File: config.mk
export PLATFORM = sky130hd
export DESIGN_NAME = dice_turn_ctrl
export DESIGN_NICKNAME = d
export VERILOG_FILES = /design/src/rtl/dice_turn_ctrl_pkg.sv /design/src/rtl/dice_turn_ctrl_key_debounce.sv /design/src/rtl/dice_turn_ctrl.sv
export SDC_FILE = /design/constraint.sdc
export NUM_CORES = 1
export LEC_CHECK = 0
export CORE_AREA = 2 2 66 115
export CTS_BUF_LIST = sky130_fd_sc_hd__clkbuf_8 sky130_fd_sc_hd__clkbuf_16
export CTS_CLUSTER_SIZE = 14
export DETAILED_ROUTE_END_ITERATION = 16
export DIE_AREA = 0 0 68 117
export HOLD_SLACK_MARGIN = 0.03
export MAX_ROUTING_LAYER = met4
export PLACE_DENSITY = 0.89
export SYNTH_ARGS = -nofsm -noshare
export SYNTH_HDL_FRONTEND = slang
export SYNTH_HIERARCHICAL = 1
export SYNTH_SLANG_ARGS = --single-unit
File: constraint.sdc
create_clock -name clk -period 4.1 [get_ports clk]
set_clock_uncertainty 0.15 [all_clocks]
set_input_delay 0.615 -clock clk [delete_from_list [all_inputs] [get_ports clk]]
set_output_delay 0.615 -clock clk [all_outputs]
set_load 0.03 [all_outputs]
File: src/rtl/dice_turn_ctrl_pkg.sv
// Shared types for the dice turn controller: FSM states, winner codes and die-face bounds.
package dice_turn_ctrl_pkg;

  localparam int unsigned DIE_W = 3;
  localparam logic [DIE_W-1:0] DIE_MIN = 3'd1;
  localparam logic [DIE_W-1:0] DIE_MAX = 3'd6;

  typedef enum logic [2:0] {
    P1_TURN   = 3'd0,
    P1_ADD    = 3'd1,
    P2_TURN   = 3'd2,
    P2_ADD    = 3'd3,
    GAME_OVER = 3'd4
  } state_e;

  typedef enum logic [1:0] {
    WIN_NONE = 2'b00,
    WIN_P1   = 2'b01,
    WIN_P2   = 2'b10
  } winner_e;

  function automatic logic die_valid(input logic [DIE_W-1:0] face);
    return (face >= DIE_MIN) && (face <= DIE_MAX);
  endfunction

endpackage

File: src/rtl/dice_turn_ctrl_key_debounce.sv
// Synchroniser, debounce counter and press (debounced 1->0) pulse for one raw active-low key.
module dice_turn_ctrl_key_debounce #(
  parameter int unsigned DEBOUNCE_CYCLES = 500000
) (
  input  logic clk,
  input  logic rst_n,
  input  logic i_key_n,
  output logic o_press
);

  localparam int unsigned CNT_W = (DEBOUNCE_CYCLES > 1) ? $clog2(DEBOUNCE_CYCLES) : 1;
  localparam logic [CNT_W-1:0] CNT_MAX = CNT_W'(DEBOUNCE_CYCLES - 1);

  logic [1:0]       r_sync;
  logic             r_deb;
  logic             r_armed;
  logic             r_press;
  logic [CNT_W-1:0] r_cnt;
  logic             w_sync;

  assign w_sync  = r_sync[1];
  assign o_press = r_press;

  // Armed only after a released level is seen, so a key held through reset never presses.
  always_ff @(posedge clk or negedge rst_n) begin
    if (!rst_n) begin
      r_sync  <= 2'b00;
      r_deb   <= 1'b1;
      r_armed <= 1'b0;
      r_press <= 1'b0;
      r_cnt   <= '0;
    end else begin
      r_sync  <= {r_sync[0], i_key_n};
      r_press <= 1'b0;
      if (w_sync) r_armed <= 1'b1;
      if (w_sync == r_deb) begin
        r_cnt <= '0;
      end else if (r_cnt == CNT_MAX) begin
        r_deb   <= w_sync;
        r_cnt   <= '0;
        r_press <= r_armed & ~w_sync;
      end else begin
        r_cnt <= r_cnt + CNT_W'(1);
      end
    end
  end

endmodule

File: src/rtl/dice_turn_ctrl.sv
// Two-player roll controller: debounced keys, alternating turns, saturating scores, end-of-game detect.
module dice_turn_ctrl
  import dice_turn_ctrl_pkg::*;
#(
  parameter int unsigned DEBOUNCE_CYCLES = 500000,
  parameter int unsigned SCORE_W         = 8,
  parameter int unsigned TARGET_SCORE    = 100
) (
  input  logic               clk,
  input  logic               reset,
  input  logic               key1_n,
  input  logic               key2_n,
  input  logic [DIE_W-1:0]   die1,
  input  logic [DIE_W-1:0]   die2,
  output logic               roll1,
  output logic               roll2,
  output logic [SCORE_W-1:0] cnt1,
  output logic [SCORE_W-1:0] cnt2,
  output logic               turn,
  output logic               end_of_game,
  output logic [1:0]         winner,
  output logic               invalid_roll
);

  localparam logic [SCORE_W:0] TARGET = (SCORE_W+1)'(TARGET_SCORE);

  state_e             r_state, w_state_nxt;
  winner_e            r_winner, w_winner_nxt;
  logic [DIE_W-1:0]   r_roll_val, w_roll_val_nxt;
  logic [SCORE_W-1:0] r_cnt1, w_cnt1_nxt, r_cnt2, w_cnt2_nxt;
  logic               r_turn, w_turn_nxt, r_eog, w_eog_nxt;
  logic               r_roll1, w_roll1_nxt, r_roll2, w_roll2_nxt;
  logic               r_invalid, w_invalid_nxt;
  logic               w_press1, w_press2;
  logic [SCORE_W-1:0] w_add_base, w_sat;
  logic [SCORE_W:0]   w_sum;
  logic               w_reach;

  dice_turn_ctrl_key_debounce #(.DEBOUNCE_CYCLES(DEBOUNCE_CYCLES)) u_key1 (
    .clk(clk), .rst_n(reset), .i_key_n(key1_n), .o_press(w_press1)
  );

  dice_turn_ctrl_key_debounce #(.DEBOUNCE_CYCLES(DEBOUNCE_CYCLES)) u_key2 (
    .clk(clk), .rst_n(reset), .i_key_n(key2_n), .o_press(w_press2)
  );

  // One shared saturating adder serves whichever player is in its ADD cycle.
  assign w_add_base = (r_state == P2_ADD) ? r_cnt2 : r_cnt1;
  assign w_sum      = {1'b0, w_add_base} + (SCORE_W+1)'(r_roll_val);
  assign w_sat      = w_sum[SCORE_W] ? {SCORE_W{1'b1}} : w_sum[SCORE_W-1:0];
  assign w_reach    = ({1'b0, w_sat} >= TARGET);

  always_ff @(posedge clk or negedge reset) begin
    if (!reset) begin
      r_state    <= P1_TURN;
      r_winner   <= WIN_NONE;
      r_roll_val <= '0;
      r_cnt1     <= '0;
      r_cnt2     <= '0;
      r_turn     <= 1'b0;
      r_eog      <= 1'b0;
      r_roll1    <= 1'b0;
      r_roll2    <= 1'b0;
      r_invalid  <= 1'b0;
    end else begin
      r_state    <= w_state_nxt;
      r_winner   <= w_winner_nxt;
      r_roll_val <= w_roll_val_nxt;
      r_cnt1     <= w_cnt1_nxt;
      r_cnt2     <= w_cnt2_nxt;
      r_turn     <= w_turn_nxt;
      r_eog      <= w_eog_nxt;
      r_roll1    <= w_roll1_nxt;
      r_roll2    <= w_roll2_nxt;
      r_invalid  <= w_invalid_nxt;
    end
  end

  always_comb begin
    w_state_nxt    = r_state;
    w_winner_nxt   = r_winner;
    w_roll_val_nxt = r_roll_val;
    w_cnt1_nxt     = r_cnt1;
    w_cnt2_nxt     = r_cnt2;
    w_turn_nxt     = r_turn;
    w_eog_nxt      = r_eog;
    w_roll1_nxt    = 1'b0;
    w_roll2_nxt    = 1'b0;
    w_invalid_nxt  = 1'b0;
    case (r_state)
      P1_TURN: begin
        if (w_press1) begin
          w_roll1_nxt    = 1'b1;
          w_roll_val_nxt = die1;
          w_state_nxt    = P1_ADD;
        end
      end
      P1_ADD: begin
        if (die_valid(r_roll_val)) begin
          w_cnt1_nxt = w_sat;
          if (w_reach) begin
            w_state_nxt  = GAME_OVER;
            w_eog_nxt    = 1'b1;
            w_winner_nxt = WIN_P1;
          end else begin
            w_state_nxt = P2_TURN;
            w_turn_nxt  = 1'b1;
          end
        end else begin
          w_invalid_nxt = 1'b1;
          w_state_nxt   = P1_TURN;
        end
      end
      P2_TURN: begin
        if (w_press2) begin
          w_roll2_nxt    = 1'b1;
          w_roll_val_nxt = die2;
          w_state_nxt    = P2_ADD;
        end
      end
      P2_ADD: begin
        if (die_valid(r_roll_val)) begin
          w_cnt2_nxt = w_sat;
          if (w_reach) begin
            w_state_nxt  = GAME_OVER;
            w_eog_nxt    = 1'b1;
            w_winner_nxt = WIN_P2;
          end else begin
            w_state_nxt = P1_TURN;
            w_turn_nxt  = 1'b0;
          end
        end else begin
          w_invalid_nxt = 1'b1;
          w_state_nxt   = P2_TURN;
        end
      end
      GAME_OVER: begin
        w_state_nxt = GAME_OVER;
      end
      default: begin
        w_state_nxt = P1_TURN;
      end
    endcase
  end

  assign roll1        = r_roll1;
  assign roll2        = r_roll2;
  assign cnt1         = r_cnt1;
  assign cnt2         = r_cnt2;
  assign turn         = r_turn;
  assign end_of_game  = r_eog;
  assign winner       = r_winner;
  assign invalid_roll = r_invalid;

endmodule
**Word-level counts from Yosys, hierarchy flattened**

Cells that the tools add are included.
Widths: inputs -> output; s select.

- Bitwise logic cells: 6
- Multiplexer cells: 36
- Equal/unequal tests: 16
- Multiply operators: 0
- Shift operators: 0
- $lt $le $gt $ge: 3
- Reductions and logical operators: 14
- Add/sub/neg operators: 3
- Div/mod/pow operators: 0

Operators with widths:

| kind | number |
|---|---|
| $mux 19 | 4 |
| $add 19x1->19 const B | 2 |
| $eq 19x19->1 const B | 2 |
| $mux 3 | 8 |
| $mux 8 | 2 |
| $pmux 3 s5 | 1 |
| $mux 1 | 14 |
| $ne 2x2->1 const B | 5 |
| $reduce_and 2->1 | 5 |
| $reduce_and 5->1 | 2 |
| $add 8x3->9 | 1 |
| $ge 8x7->1 const B | 1 |
| $mux 2 | 4 |
| $eq 3x2->1 const B | 2 |
| $ne 2x1->1 const B | 3 |
| $pmux 3 s2 | 1 |
| $reduce_and 3->1 | 2 |
| $not 1->1 | 4 |
| $pmux 2 s2 | 1 |
| $reduce_bool 2->1 | 2 |
| $eq 3x1->1 const B | 1 |
| $eq 3x3->1 const B | 1 |
| $ge 3x1->1 const B | 1 |
| $le 3x3->1 const B | 1 |
| other kinds (6) | 8 |

- Memory bits (read-only): 0
- Memories: 0
- Input bits: 10
- Latch bits: 0
- Bits in writable memories: 0
- Register bits after elaboration: 77
- Word-level logic and storage cells: 98

**Longest topological paths before layout**

Gate-level depths: netlist of the first run.

- Depth after elaboration: 8
- Mapped depth: 14

**Hierarchy**

The synthesis of the first run kept the hierarchy.

Modules (own cells, without submodules):

| module | instances | cells an instance | area an instance (um^2) |
|---|---|---|---|
| dice_turn_ctrl_key_debounce | 2 | 111 | 1,166.1 |
| dice_turn_ctrl | 1 | 181 | 1,651.6 |

**Worst setup path before layout of the first run**

Ideal clock, no wire load.

- Kind: register to register
- From: reg r_state[1]
- To: reg r_turn, in the netlist turn
- Period minus slack after synthesis: 2.992 ns
- Data arrival time: 2.721 ns
- Stages on the path, launching flop included: 15
- Setup slack: 1.108 ns
- Cells stage by stage: dfrtp_1 buf_2 and3b_1 buf_2 nand2_1 nand2_1 ha_1 inv_1 fa_1 inv_1 a21o_1 a211oi_1 o311a_1 o31a_1 a22o_1

- Cells in the longest elaborated chain, start to end: 7
- Elaborated cells on any way between the ends: 13

RTL lines:

| what | line | text |
|---|---|---|
| start: declaration | dice_turn_ctrl.sv:27 | `state_e r_state, w_state_nxt;` |
| start signal: assignment | dice_turn_ctrl.sv:66 | `r_state <= w_state_nxt;` |
| $eq 3x2->1 | dice_turn_ctrl.sv:48, dice_turn_ctrl.sv:90 |  |
| $mux 8 | dice_turn_ctrl.sv:48 | `assign w_add_base = (r_state == P2_ADD) ? r_cnt2 : r_cnt1;` |
| $add 8x3->9 | dice_turn_ctrl.sv:49 | `assign w_sum = {1'b0, w_add_base} + (SCORE_W+1)'(r_roll_val);` |
| $mux 8 | dice_turn_ctrl.sv:50 | `assign w_sat = w_sum[SCORE_W] ? {SCORE_W{1'b1}} : w_sum[SCORE_W-1:0];` |
| $ge 8x7->1 | dice_turn_ctrl.sv:51 | `assign w_reach = ({1'b0, w_sat} >= TARGET);` |
| $ne 2x2->1 (no source line) | -- |  |
| $reduce_and 5->1 (no source line) | -- |  |
| end signal: assignment | dice_turn_ctrl.sv:71 | `r_turn <= w_turn_nxt;` |
| end: declaration | dice_turn_ctrl.sv:31 | `logic r_turn, w_turn_nxt, r_eog, w_eog_nxt;` |

Several ways; a longest one is shown, not always the timed one.
A chain may end at the register's enable or synchronous reset.

**Worst setup path after layout of the first run**

Ends and elaborated chain as after synthesis.

==> results of run 1 <==
worst paths after layout:
| check | to | slack, ns | depth (start not counted) |
|---|---|---|---|
| max | turn | 0.71 | 12 |
| min | u_key1/r_sync[1] | 0.20 | 0 |
| max reg2reg | turn | 0.71 | 12 |
| min reg2reg | u_key1/r_sync[1] | 0.20 | 0 |
| max in group asynchronous | u_key1/r_cnt[12] | 2.92 | 1 |
| min in group asynchronous | cnt2[0] | 0.27 | 1 |
power by group:
| part | switching, mW | internal, mW |
|---|---|---|
| logic | 0.0265 | 0.0145 |
| clock network | 0.296 | 0.437 |
| registers | 0.00876 | 0.767 |
| total | 0.332 | 1.22 |
critical path: cells and delay by family, from the launching register on:
kind	cells	cell delay, ns
buffers and inverters	2	0.14
adders and majority gates	2	0.56
AOI/OAI and AO/OA	5	1.31
and+or+nand+nor	3	0.62
DFF	1	0.50
metal layers:
| layer | up-vias | track usage | part of all wire |
|---|---|---|---|
| li1 | 1494 | - | - |
| met1 | 1555 | 0.260 | 0.37 |
| met2 | 107 | 0.431 | 0.55 |
| met3 | 38 | 0.0545 | 0.038 |
| met4 | 0 | 0.167 | 0.049 |
| met5 | - | - | 0 |
layout by cell type (no fill, tap or decap), types with 3 or more instances in the layout:
cell type        instances
dfrtp_1                 75
a21oi_1                 12
ha_1                     5
nand4_1                 14
xnor2_1                 23
inv_1                   15
clkbuf_16                9
xor2_1                   7
clkinv_2                 3
nor2_1                  46
mux2_4                   3
or2_2                    6
o21ai_0                 20
mux2i_1                  8
mux2_2                   3
o31ai_1                  5
nor4_1                   3
clkdlybuf4s50_1         31
nor4b_1                  3
o21ai_1                  5
nor3_1                  16
or4_1                    4
and2_1                   5
or3_1                    6
nand3_1                 18
or3_4                    6
nand2_1                 44
through the flow:
step,worst slack (ns),total power [mW],std cells,instance area [sq um]
floorplan,1.11,0.804,403,3980
global placement,0.896,0.829,511,4350
detailed placement,0.761,0.831,511,4350
CTS,0.750,1.57,527,4630
global route,0.507,1.60,527,4630
finish,0.710,1.55,527,4630
flip-flops by register name, summed over array words and instances, names as in the netlist, 2 cells and up:
name           flops
u_key1/r_cnt      19
u_key2/r_cnt      19
cnt1               8
cnt2               8
r_roll_val         3
r_state            3
u_key1/r_sync      2
u_key2/r_sync      2
winner             2
cells by family after synthesis:
group | share of synthesized area
AOI/OAI and AO/OA | 0.111
muxes | 0.0399
xor gates and xnor gates | 0.0660
and+or+nand+nor | 0.251
adders and majority gates | 0.0207
buffers and inverters | 0.0270
DFF | 0.484
area by class of cell:
type / instances / area share
multi-input cells: 302 / 0.420
clock buffers: 11 / 0.0546
well taps: 86 / 0.0232
repair buffers: 32 / 0.0686
clock inverters: 5 / 0.00567
flip-flops and latches: 77 / 0.416
inverters: 14 / 0.0113
synth_stat cells, types with 2 or more instances:
| cell | count | share of area |
|---|---|---|
| inv_1 | 14 | 0.013 |
| or4_1 | 4 | 0.0075 |
| nand4_1 | 14 | 0.022 |
| nor4b_1 | 3 | 0.0066 |
| nand2b_1 | 2 | 0.0031 |
| nand3_1 | 18 | 0.023 |
| nor4_1 | 3 | 0.0047 |
| nor2_1 | 46 | 0.043 |
| a21o_1 | 2 | 0.0038 |
| clkbuf_1 | 5 | 0.0047 |
| nor3_1 | 16 | 0.020 |
| a211oi_1 | 2 | 0.0038 |
| or4_4 | 2 | 0.0057 |
| o21a_1 | 2 | 0.0038 |
| or2_2 | 6 | 0.0094 |
| a21oi_1 | 12 | 0.015 |
| nand2_1 | 44 | 0.041 |
| o21ai_1 | 5 | 0.0063 |
| mux2_2 | 3 | 0.0085 |
| mux2_4 | 3 | 0.011 |
| mux2i_1 | 8 | 0.020 |
| or3_1 | 6 | 0.0094 |
| dfrtp_1 | 75 | 0.47 |
| xor2_1 | 7 | 0.015 |
| o221ai_1 | 2 | 0.0044 |
| nand4_4 | 2 | 0.011 |
| o211ai_1 | 2 | 0.0038 |
| o31ai_4 | 2 | 0.011 |
| o31ai_1 | 5 | 0.0094 |
| xnor2_1 | 23 | 0.051 |
| buf_4 | 2 | 0.0038 |
| dfstp_2 | 2 | 0.013 |
| and3_1 | 2 | 0.0031 |
| or3_4 | 6 | 0.017 |
| nor3b_1 | 2 | 0.0038 |
| and2_1 | 5 | 0.0079 |
| ha_1 | 5 | 0.016 |
| o21ai_0 | 20 | 0.025 |
| and3_2 | 2 | 0.0038 |
| a211o_1 | 2 | 0.0044 |
| buf_2 | 2 | 0.0025 |
==> impl_metrics.yaml, run 1 <==
run_status:
  status: "complete, no violations"
floorplanning:
  die_y_microns: 117
  ios: 33
  start_util: 0.563
  die_w_microns: 68
  dieArea_sq_mm: 0.00796
  rows: 41
  fp.coreArea_sq_mm: 0.00708
worst_setup_path:
  worstPathArrival_ns: 3.46
  crit_path_start_kind: "flop"
  crit_required_ns: 4.17
  crit_start: "r_state[1]"
  critical_path_class: "reg -> reg"
  critPathMaxFanout: 10
  worst_setup_path_end_kind: "flop"
  slowest_delay_ns: 0.50
  crit_chain: "and3b_1 > nand2_1 > nand2_1 > ha_1 > inv_1 > fa_1 > inv_1 > a21o_1 > a211oi_1 > o311a_1 > o31a_1 > a22o_1"
  r2r_start: "r_state[1]"
  cp_slowest_cell: "dfrtp_1"
power:
  worst_ir_drop_vdd_mv: 0.264
  p_leak_nw: 1.93
  cellPowerDensity_mw_per_mm2: 335
clocking:
  cts_setup_buffers: 0
  cts_tree: "yes"
  cts_max_level: 3
  cts-root-buf: "clkbuf_16"
  numCtsBuffers: 9
  post_cts_resize_count: 0
  clk_pin_slew_ns: 0.06
  postCtsHoldBufs: 0
  clock_latency_ns: 0.33
  clk_path_buf_depth: 2
  cts_sinks: 77
global_route:
  grt_pass1_vias: 3289
  antenna_found_initial: 0
  grt_pass1_wl_mm: 14.8
  grt-ovfl-total: 0
  grt_max_degree: 78
  grt_usage: 0.256
timing:
  fmax_mhz: 295
  period_share: 0.827
  relSlewSlack: 0.375
  tightest_slew_ns: 0.938
  hold_slack_ns: 0.196
  slew_violations: 0
  fin_tns_setup_ns: 0
  setup_viol: 0
  hold_viol: 0
  rsz0062_at_grt: "no"
  layout_min_cycle_time_ns: 3.39
flow_run:
  drv_cap: 0
synth:
  ys.flop_type: "dfrtp_1"
  synthesis.area_sq_mm: 0.00398
  synth_cell_type_count: 56
  synthArstFlopShare: 1.00
  synth-seq-area-share: 0.484
  synth-edff-count: 0
  syn_inst: 403
  syn_nets: 419
  ys_seq_elements: 77
  synth_area_per_cell_sq_um: 9.89
  ys_warn_count: 6
layout:
  finish.utilization: 0.654
  num-fill-cells: 531
  final_nets: 452
  drive_above_1_share: 0.104
  area_growth_pct: 16.3
  diodes: 0
  seq_area_sq_mm: 0.00193
  multiInputGateArea_sq_mm: 0.00195
route:
  drt_wl_total_mm: 8.75
  detail-route-antenna-nets: 0
  first_pass_iters: 5
  vias_per_cell: 6.06
  drt-initial-drc-count: 169
  routedWlPerCell_microns: 16.6
  vias: 3194
  remaining_drc_errors: 0
min_path:
  hold_start: "u_key1/r_sync[0]"
  min_path_type: "reg -> reg"
placed_design:
  hpwl_mm: 6.09
  port_buffers: 32
  gp_congestion: 0.868
(Power assumes the default switching activity.)
==> run 2: changes to the inputs <==
--- a/config.mk
+++ b/config.mk
@@ -5,14 +5,14 @@
 export SDC_FILE = /design/constraint.sdc
 export NUM_CORES = 1
 export LEC_CHECK = 0
-export CORE_AREA = 2 2 66 115
+export CORE_AREA = 2 2 70 121
 export CTS_BUF_LIST = sky130_fd_sc_hd__clkbuf_8 sky130_fd_sc_hd__clkbuf_16
 export CTS_CLUSTER_SIZE = 14
 export DETAILED_ROUTE_END_ITERATION = 16
-export DIE_AREA = 0 0 68 117
+export DIE_AREA = 0 0 72 123
 export HOLD_SLACK_MARGIN = 0.03
 export MAX_ROUTING_LAYER = met4
-export PLACE_DENSITY = 0.89
+export PLACE_DENSITY = 0.85
 export SYNTH_ARGS = -nofsm -noshare
 export SYNTH_HDL_FRONTEND = slang
 export SYNTH_HIERARCHICAL = 1
==> constraint.sdc (replaced) <==
create_clock -name clk -period 3.1 [get_ports clk]
set_clock_uncertainty 0.15 [all_clocks]
set_input_delay 0.465 -clock clk [delete_from_list [all_inputs] [get_ports clk]]
set_output_delay 0.465 -clock clk [all_outputs]
set_load 0.03 [all_outputs]
==> run 2 against run 1 <==
Against the previous run: first-iteration DRC count increased by 56%; total power increased by 36%; largest cell class unchanged; setup slack got worse by 0.64 ns; critical path type unchanged.
==> impl_metrics.yaml, run 2 (synthesis gave the netlist of run 1 again) <==
run_status:
  status: "complete, no violations"
clocking:
  postCtsHoldBufs: 0
  cts_tree: "yes"
  clock_latency_ns: 0.34
  clk_pin_slew_ns: 0.06
  cts_sinks: 77
  cts-root-buf: "clkbuf_16"
  cts_max_level: 3
  numCtsBuffers: 9
  clk_path_buf_depth: 2
flow_run:
  drv_cap: 0
worst_setup_path:
  crit_required_ns: 3.12
  worstPathArrival_ns: 3.05
  reg2reg_depth: 11
  critPathMaxFanout: 8
  crit_path_start_kind: "flop"
  worst_setup_path_end_kind: "flop"
  critical_path_class: "reg -> reg"
timing:
  setup_viol: 0
  hold_slack_ns: 0.110
  tightest_slew_ns: 0.945
  period_share: 0.977
  hold_viol: 0
  worst_slack_ns: 0.0719
  layout_min_cycle_time_ns: 3.03
  fmax_mhz: 330
  relSlewSlack: 0.370
  slew_violations: 0
power:
  power_switching_mw: 0.439
  cellPowerDensity_mw_per_mm2: 441
  p_seq_frac: 0.487
  p_int_mw: 1.67
  switching_share: 0.208
  clkPwrFrac: 0.487
  pwr-share-comb: 0.026
  p_leak_nw: 1.98
  worst_ir_drop_vdd_mv: 0.321
layout:
  largest_registers: "u_key1/r_cnt x19, u_key2/r_cnt x19"
  final_cell_area_sq_mm: 0.00478
  diodes: 0
  final_nets: 463
  most-common-layout-cells: "74 x dfrtp_1, 46 x nor2_1, 44 x nand2_1"
  finish.utilization: 0.604
  mostFrequentLayoutCell: "dfrtp_1"
  drive_above_1_share: 0.140
  area_growth_pct: 19.9
global_route:
  grt_usage: 0.223
  antenna_found_initial: 0
  grt_max_degree: 78
  grt-ovfl-total: 0
  grt_pass1_wl_mm: 14.8
  grt_pass1_vias: 3290
floorplanning:
  start_util: 0.504
  rows: 43
  dieArea_sq_mm: 0.00886
  die_y_microns: 123
  fp.coreArea_sq_mm: 0.00791
  ios: 33
  die_w_microns: 72
route:
  remaining_drc_errors: 0
  routedWlPerCell_microns: 16.8
  drt-initial-drc-count: 263
  vias_per_cell: 5.94
  first_pass_iters: 4
  vias: 3215
  drt_wl_total_mm: 9.06
  detail-route-antenna-nets: 0
placed_design:
  hpwl_mm: 6.22
  gp_congestion: 1.05
  placed_area_sq_mm: 0.00440
  port_buffers: 32
  place_ws_ns: 0.0310
min_path:
  min_path_type: "in -> async"
run 2: cell count changes in the layout (fill, tap and decap cells not counted), sizes merged:
cell | before | now
clkinvlp | 1 | 2
clkbuf | 11 | 10
clkinv | 3 | 1
buf | 1 | 12
bufinv | 0 | 1
run 2: worst max-delay path: stages, from the launching register on:
cell,delay [ns]
dfrtp_2,0.46
and3b_2,0.25
buf_4,0.17
nand2_1,0.07
nand2_1,0.08
ha_4,0.30
nand3_1,0.11
and2_2,0.23
or3_1,0.44
a21boi_4,0.24
o31a_1,0.22
o221ai_1,0.13
run 2: final cells by class:
cell class	instances	area (sq um)
Tap cell	90	113
Multi-Input combinational cell	302	1990
Fill cell	594	3130
Clock buffer	10	239
Clock inverter	5	53.8
Sequential cell	77	1930
Inverter	14	52.6
Timing Repair Buffer	43	400
run 2: layer usage:
metal	share of wire	GRT usage	wire, microns
met4	0.029	0.106	263
met5	0	-	0
met3	0.041	0.0546	376
met2	0.56	0.402	5040
met1	0.37	0.221	3380
run 2: worst paths after layout:
path | start | to | slack (ns)
max | r_state[0] | winner[1] | 0.07
min | reset | roll2 | 0.11
max reg2reg | r_state[0] | winner[1] | 0.07
min reg2reg | u_key1/r_sync[0] | u_key1/r_sync[1] | 0.20
max in group asynchronous | reset | r_state[0] | 2.03
min in group clk | u_key1/r_sync[0] | u_key1/r_sync[1] | 0.20
run 2: what timing repair did:
item	4_1_cts	5_1_grt
pin swaps	0	3
setup buffers	0	5
gates resized for setup	1	7
endpoints found under the setup margin	1	4
run 2: power groups by stage:
| stage | logic (mW) | registers, mW | clock network (mW) |
|---|---|---|---|
| after floorplan | 0.0217 | 1.04 | 0 |
| after detailed placement | 0.0560 | 1.04 | 0 |
| final | 0.0547 | 1.03 | 1.03 |
| after CTS | 0.0568 | 1.03 | 1.04 |
| after global placement | 0.0535 | 1.04 | 0 |
| after global routing | 0.0627 | 1.03 | 1.09 |
run 2: metrics by stage:
stage | TNS [ns] | std cells | power [mW]
final | 0 | 541 | 2.11
after global routing | -0.156 | 541 | 2.18
after CTS | 0 | 536 | 2.13
after detailed placement | 0 | 521 | 1.10
after global placement | 0 | 521 | 1.10
after floorplan | 0 | 403 | 1.06
==> run 3: changes to the inputs <==
--- a/config.mk
+++ b/config.mk
@@ -12,7 +12,8 @@
 export DIE_AREA = 0 0 72 123
 export HOLD_SLACK_MARGIN = 0.03
 export MAX_ROUTING_LAYER = met4
-export PLACE_DENSITY = 0.85
+export PLACE_DENSITY_LB_ADDON = 0.05
+export SKIP_CTS_REPAIR_TIMING = 1
 export SYNTH_ARGS = -nofsm -noshare
 export SYNTH_HDL_FRONTEND = slang
 export SYNTH_HIERARCHICAL = 1
==> run 3 against run 2 <==
Against the previous run: register-to-register slack better by 0.06 ns; count of clock-buffer cells in the layout up 2; flip-flop and latch count unchanged; combinational power down 1%; global-route usage down 0.15 points; routed wire length down 4.9%; setup slack better by 0.058 ns; worst hold slack better by 0.028 ns; cell count down 0.55%; core utilization up 0.14 points; largest cell class unchanged; largest power group is now the clock network.
==> impl_metrics.yaml, run 3 (synthesis gave the netlist of run 1 again) <==
run_status:
  status: "complete, no violations"
route:
  detail-route-antenna-nets: 0
  first_pass_iters: 4
  vias_per_cell: 5.70
  routedWlPerCell_microns: 16.0
  drt-initial-drc-count: 181
  remaining_drc_errors: 0
  vias: 3068
  drt_wl_total_mm: 8.62
placed_design:
  hpwl_mm: 6.09
  place_ws_ns: 0.0267
  port_buffers: 32
  gp_congestion: 0.925
worst_setup_path:
  worst_setup_path_end_kind: "flop"
  critical_path_class: "reg -> reg"
  crit_path_start_kind: "flop"
  crit_required_ns: 3.17
  critPathMaxFanout: 6
  worstPathArrival_ns: 3.04
floorplanning:
  fp.coreArea_sq_mm: 0.00791
  ios: 33
  die_y_microns: 123
  rows: 43
  die_w_microns: 72
  start_util: 0.504
  dieArea_sq_mm: 0.00886
clocking:
  cts_tree: "yes"
  clk_pin_slew_ns: 0.06
  cts-root-buf: "clkbuf_16"
  clock_latency_ns: 0.33
  cts_sinks: 77
  cts_max_level: 3
  clk_path_buf_depth: 2
  numCtsBuffers: 9
power:
  finalPower_mw: 2.23
  cellPowerDensity_mw_per_mm2: 467
  worst_ir_drop_vdd_mv: 0.367
  p_leak_nw: 1.99
timing:
  hold_viol: 0
  fmax_mhz: 337
  fin_tns_setup_ns: 0
  setup_viol: 0
  period_share: 0.958
  tightest_slew_ns: 0.974
  layout_min_cycle_time_ns: 2.97
  slew_violations: 0
  relSlewSlack: 0.351
  worst_slack_ns: 0.130
min_path:
  min_path_type: "in -> async"
layout:
  largest_registers: "u_key1/r_cnt x19, u_key2/r_cnt x19"
  area_growth_pct: 20.2
  most-common-layout-cells: "75 x dfrtp_1, 46 x nor2_1, 44 x nand2_1"
  drive_above_1_share: 0.129
  finish.utilization: 0.605
  diodes: 0
  mostFrequentLayoutCell: "dfrtp_1"
  final_nets: 459
global_route:
  grt_pass1_vias: 3110
  grt_pass1_wl_mm: 14.7
  antenna_found_initial: 0
  grt_max_degree: 78
  grt-ovfl-total: 0
  grt_usage: 0.221
flow_run:
  drv_cap: 0
-- run 3: cell count changes in the layout (fill, tap and decap cells not counted), sizes merged --
| cell | previous run | this run |
|---|---|---|
| buf | 12 | 8 |
| clkbuf | 10 | 12 |
| clkinvlp | 2 | 1 |
| bufinv | 1 | 2 |
| clkinv | 1 | 0 |
-- run 3: worst paths after layout --
kind,from,endpoint,slack [ns],cells after the start
worst max-delay path,r_state[2],turn,0.13,12
worst min-delay path,reset,invalid_roll,0.14,1
worst max register to register,r_state[2],turn,0.13,12
worst min register to register,u_key1/r_sync[0],u_key1/r_sync[1],0.19,0
max in group asynchronous,reset,u_key1/r_cnt[9],2.02,1
min in group clk,u_key1/r_sync[0],u_key1/r_sync[1],0.19,0
-- run 3: worst max-delay path: stages (launching register included) --
cell and delay (ns):
dfrtp_1 0.42, and3b_2 0.28, nand2_1 0.07, nand2_1 0.06
ha_1 0.15, inv_1 0.05, fa_1 0.39, inv_1 0.11
a21o_4 0.15, a211oi_1 0.08, o311a_1 0.42, o31a_1 0.30
a22o_1 0.21
-- run 3: layout make-up --
cell class / count / area [sq um]
multi-input combinational: 302 / 1980
clock buffer: 12 / 267
inverter: 14 / 52.6
clock inverter: 4 / 71.3
sequential: 77 / 1930
fill: 684 / 3120
timing repair buffer: 39 / 370
tap: 90 / 113
-- run 3: metrics by stage --
step                cell area [sq um]  hold WS [ns]  cells
floorplan                        3980        0.0194    403
global placement                 4410         0.184    522
detailed placement               4410         0.186    522
CTS                              4750         0.176    538
global route                     4790         0.205    538
finish                           4790         0.138    538
-- run 3: report_power, final --
part	switching (mW)	total (mW)	internal [mW]
logic	0.0349	0.0539	0.0190
registers	0.0115	1.03	1.01
clock network	0.386	1.15	0.767
-- run 3: layer usage --
layer | vias to the layer above | GRT usage | share of wire
met4 | 0 | 0.101 | 0.021
met3 | 15 | 0.0375 | 0.028
met5 | - | - | 0
met2 | 55 | 0.391 | 0.55
met1 | 1489 | 0.240 | 0.40
li1 | 1509 | - | -
